<file path="src/rtl/ghost_dir_sched.sv">
// Ghost direction scheduler: shares one random source among the ghost
// movement controllers. Requests are granted round-robin, one at a time.
// A random candidate direction is resolved against the granted ghost's
// legal-move mask, and the result is returned with a one-cycle ack.
//
//   state   | meaning
//   --------+-----------------------------------------------------------
//   IDLE    | waiting for an eligible request; picks grant, latches mask
//   SAMPLE  | latches random candidate direction and search step
//   RESOLVE | finds first legal direction, writes dir slot, pulses ack
module ghost_dir_sched #(
    parameter int         NUM_REQ   = 4,
    parameter logic [1:0] DIR_RESET = 2'd0
) (
    input  logic                   clk,
    input  logic                   reset_n,
    input  logic [2:0]             rand_in,
    input  logic [NUM_REQ-1:0]     req,
    input  logic [4*NUM_REQ-1:0]   allow,
    output logic [NUM_REQ-1:0]     ack,
    output logic [2*NUM_REQ-1:0]   dir,
    output logic                   stuck,
    output logic                   busy
);

    localparam int            IW    = (NUM_REQ > 1) ? $clog2(NUM_REQ) : 1;
    localparam logic [IW:0]   NUM_W = (IW+1)'(NUM_REQ);
    localparam logic [IW-1:0] LAST  = IW'(NUM_REQ - 1);

    typedef enum logic [1:0] {
        IDLE    = 2'd0,
        SAMPLE  = 2'd1,
        RESOLVE = 2'd2
    } state_t;

    state_t          state;
    logic [IW-1:0]   rr;
    logic [IW-1:0]   gnt;
    logic [3:0]      mask;
    logic [1:0]      cand;
    logic            step;

    logic [NUM_REQ-1:0] eligible;
    logic               pick_vld;
    logic [IW-1:0]      pick;
    logic [IW:0]        slot;
    logic               res_vld;
    logic [1:0]         res_dir;
    logic [1:0]         try_dir;

    // A ghost acked this cycle still has req high; keep it out of the pick.
    assign eligible = req & ~ack;
    assign busy     = (state != IDLE);

    // Round-robin pick: first eligible requester at or above rr, wrapping.
    // The wrap is an explicit compare so non-power-of-2 counts work.
    always_comb begin
        pick_vld = 1'b0;
        pick     = '0;
        slot     = '0;
        for (int i = 0; i < NUM_REQ; i++) begin
            slot = {1'b0, rr} + (IW+1)'(i);
            if (slot >= NUM_W) begin
                slot = slot - NUM_W;
            end
            if (!pick_vld && eligible[slot[IW-1:0]]) begin
                pick_vld = 1'b1;
                pick     = slot[IW-1:0];
            end
        end
    end

    // Direction search: cand, cand+step, cand+2*step, cand+3*step (mod 4).
    always_comb begin
        res_vld = 1'b0;
        res_dir = cand;
        try_dir = cand;
        for (int k = 0; k < 4; k++) begin
            try_dir = step ? (cand - 2'(k)) : (cand + 2'(k));
            if (!res_vld && mask[try_dir]) begin
                res_vld = 1'b1;
                res_dir = try_dir;
            end
        end
    end

    // Scheduler FSM with registered ack/stuck/dir and round-robin pointer.
    always_ff @(posedge clk or negedge reset_n) begin
        if (!reset_n) begin
            state <= IDLE;
            ack   <= '0;
            stuck <= 1'b0;
            dir   <= {NUM_REQ{DIR_RESET}};
            rr    <= '0;
            gnt   <= '0;
            mask  <= '0;
            cand  <= '0;
            step  <= 1'b0;
        end else begin
            ack   <= '0;
            stuck <= 1'b0;
            case (state)
                IDLE: begin
                    if (pick_vld) begin
                        gnt   <= pick;
                        mask  <= allow[{pick, 2'b00} +: 4];
                        state <= SAMPLE;
                    end
                end
                SAMPLE: begin
                    cand  <= rand_in[1:0];
                    step  <= rand_in[2];
                    state <= RESOLVE;
                end
                RESOLVE: begin
                    if (res_vld) begin
                        dir[{gnt, 1'b0} +: 2] <= res_dir;
                    end else begin
                        stuck <= 1'b1;
                    end
                    ack[gnt] <= 1'b1;
                    rr       <= (gnt == LAST) ? '0 : (gnt + IW'(1));
                    state    <= IDLE;
                end
                default: begin
                    state <= IDLE;
                end
            endcase
        end
    end

endmodule

</file>
<file path="config.mk">
export PLATFORM = sky130hd
export DESIGN_NAME = ghost_dir_sched
export DESIGN_NICKNAME = d
export VERILOG_FILES = /design/src/rtl/ghost_dir_sched.sv
export SDC_FILE = /design/constraint.sdc
export NUM_CORES = 1
export LEC_CHECK = 0
export BUFFER_PORTS_ARGS = -buffer_cell sky130_fd_sc_hd__buf_2
export CAP_MARGIN = 20
export CORE_ASPECT_RATIO = 0.75
export CORE_MARGIN = 3
export CORE_UTILIZATION = 50
export CTS_BUF_LIST = sky130_fd_sc_hd__clkbuf_2 sky130_fd_sc_hd__clkbuf_4 sky130_fd_sc_hd__clkbuf_8
export DETAILED_ROUTE_END_ITERATION = 8
export PLACE_DENSITY = 0.85
export SYNTH_ARGS = -nofsm -noshare
export SYNTH_HDL_FRONTEND = slang
export SYNTH_SLANG_ARGS = --single-unit
export TNS_END_PERCENT = 1
</file>
<file path="constraint.sdc">
create_clock -name clk -period 4.5 [get_ports clk]
set_clock_uncertainty 0.05 [all_clocks]
set_input_delay 0.225 -clock clk [delete_from_list [all_inputs] [get_ports clk]]
set_output_delay 0.225 -clock clk [all_outputs]
set_load 0.02 [all_outputs]
</file>
==> results.cfg <==
[critical_path]
cp_slowest_cell = dfrtp_1
path_cells = mux4_2 -> nor4b_2 -> nor3_1 -> o32ai_2 -> a22o_1
required_ns = 4.66
startpoint_type = register
reg2reg_to = dir[7]
path_class = register to register
worst_setup_path_end_kind = register
cp.arrival_ns = 2.62
crit_path_max_incr_delay_ns = 0.75
reg2reg_depth = 5
r2r_slack_ns = 2.04
crit_fanout = 18
reg2reg_from = cand[0]

[grt]
antenna_found_initial = 0
grt_usage = 0.194
grt_pass1_wl_um = 6420
grt_pass1_vias = 1418
grt_max_degree = 27
grt-ovfl-total = 0

[timing]
finalMaxSlewViolations = 0
period_needed_ns = 2.46
hold_violations = 0
slew_headroom = 0.503
rsz0062_at_grt = no
setup_viol = 0
fin_tns_setup_ns = 0
max_freq_mhz = 407
worst_pin_slew_ns = 0.737
timing.final.crit_share = 0.547

[cts]
cts.clk_slew.worst_paths_ns = 0.08
cts-buffers-inserted = 3
cts_setup_buffers = 0
clockRootBuffer = clkbuf_8
cts_sinks = 26
clock_latency_ns = 0.26
clk_path_buf_depth = 2
cts_resized = 0
cts_tree = yes
cts_htree_levels = 1

[synthesis]
netlist_area_um2 = 1720
yosysUniqueCellTypes = 45
ys_seq_area_frac = 0.378
synth_area_leaders = dfrtp_1 (38%), mux2i_1 (7.0%), nand2_1 (4.8%)
synth_top_cell_by_area = dfrtp_1
yosysTopAreaCellShare = 0.378
syn_nets = 203
synthFlopType = dfrtp_1
postSynthCellCount = 172
synth_warnings = 0
syn_area_per_cell_um2 = 10.0
synth_edf_count = 0
synth-async-reset-ratio = 1.00
ys_ff_latch = 26

[power]
p_leak_nw = 0.953
power_density_nw_per_um2 = 749
finalPower_mw = 1.47
ir_drop_mv = 0.363

[final_layout]
syn2layout_area_growth_pct = 14.3
nets = 239
drive_gt1_frac = 0.277
antenna_cells = 0

[floorplanning]
die_h_um = 56.8
coreArea_um2 = 3110
io_pins = 39
start_util = 0.555
num_rows = 17
die_x_um = 73.8
die-area_um2 = 4190

[drt]
wl_per_cell_um = 16.1
via_per_inst = 6.03
drtIter0Drc = 102
dr.pass1.iters = 4
ant_nets = 0
drc_errors = 0
vias = 1471
wl_um = 3930

[worst_hold_path]
whs_endpoint = cand[1]
hp-start = rand_in[1]
worstHoldPathCells = 3
hp-class = input port to register

[flow_run]
maxCapViolations = 0

[placement]
hpwl_um = 2990
gp_congestion = 0.904
io_buffer_count = 38

[status]
status = completed
==> power by group <==
group | leakage, nW | total, mW | internal (mW) | switching (mW)
sequential | 0.338 | 0.499 | 0.324 | 0.175
clock | 0.0216 | 0.127 | 0.0599 | 0.0672
combinational | 0.593 | 0.848 | 0.394 | 0.454
total | 0.953 | 1.47 | 0.779 | 0.696
==> Yosys cell counts (2+ instances only) <==
cell,instances
o21ai_0,4
buf_2,4
mux2i_1,12
mux2_2,4
a22o_1,8
o221a_2,2
dfrtp_1,26
nor4_1,2
mux4_2,3
nor2_1,8
a21oi_1,6
nor3_1,6
nand2_1,22
a211oi_1,3
clkbuf_1,3
inv_1,7
o221ai_1,5
nand2b_1,5
and2_1,5
nor2b_1,6
o21ai_1,2
ha_1,6
==> worst max-delay path, delay by kind of cell, from the launching register on <==
family	cells	cell delay (ns)
compound gates	2	0.57
flops	1	0.75
simple gates	2	0.38
mux	1	0.64
==> cell usage in the layout, fill, tap and decap left out, types with 6 or more instances in the layout <==
master and count:
nor3_1 6, dfrtp_1 26, nor2_1 8, a22o_1 8, a21oi_1 6, nand2_1 22, nor2b_1 6, mux2i_1 12
inv_1 7, buf_2 38, ha_1 6
==> kinds of logic (layout without fill, tap and decap cells) <==
| group | Yosys count | after routing | share of synthesized area |
|---|---|---|---|
| compound gates | 38 | 38 | 0.180 |
| xor+xnor | 2 | 2 | 0.0182 |
| fa+ha+maj | 6 | 6 | 0.0436 |
| buf+inv | 16 | 50 | 0.0421 |
| flops | 26 | 26 | 0.378 |
| mux | 20 | 20 | 0.143 |
| simple gates | 64 | 64 | 0.195 |
==> metal layers <==
layer / routed length (um) / GRT usage / vias to the layer above
met5: 0 / 0 / -
met4: 21 / 0.0233 / 0
met3: 331 / 0.0501 / 4
met2: 1770 / 0.294 / 67
met1: 1810 / 0.284 / 695
li1: - / - / 705
==> final cells by class <==
type	count	area (um2)
Fill cell	263	1140
Multi-Input combinational cell	130	1000
Sequential cell	26	651
Timing Repair Buffer	39	200
Tap cell	38	47.5
Clock buffer	3	41.3
Inverter	8	30.0
==> sequential cells by signal, indices dropped and copies added, names as in the netlist <==
| name | cells |
|---|---|
| cand | 2 |
| mask | 4 |
| state | 2 |
| step | 1 |
| rr | 2 |
| gnt | 2 |
| stuck | 1 |
| ack | 4 |
| dir | 8 |
==> how the worst max path moves through the flow <==
stage | depth (start not counted) | end | from
floorplan | 6 | dir[6] | cand[1]
global placement | 5 | dir[7] | cand[0]
detailed placement | 5 | dir[7] | cand[0]
CTS | 5 | dir[7] | cand[0]
global route | 5 | dir[6] | cand[1]
finish | 5 | dir[7] | cand[0]
==> metrics by stage <==
step	hold WS, ns	instance area [um2]	std cells	setup slack [ns]	util
2_1_floorplan	-0.121	1720	172	2.50	-
3_3_place_gp	0.203	1920	240	2.16	0.618
3_5_place_dp	0.200	1920	240	2.11	0.618
4_1_cts	0.109	1970	244	2.07	0.634
5_1_grt	0.112	1970	244	1.92	0.634
6_report	0.110	1970	244	2.04	0.634
==> what timing repair did <==
item / CTS / global route
endpoints found under the hold margin: 26 / 0
hold buffers: 1 / 0
setup endpoints to repair: 0 / 0
(Power assumes the default switching activity.)
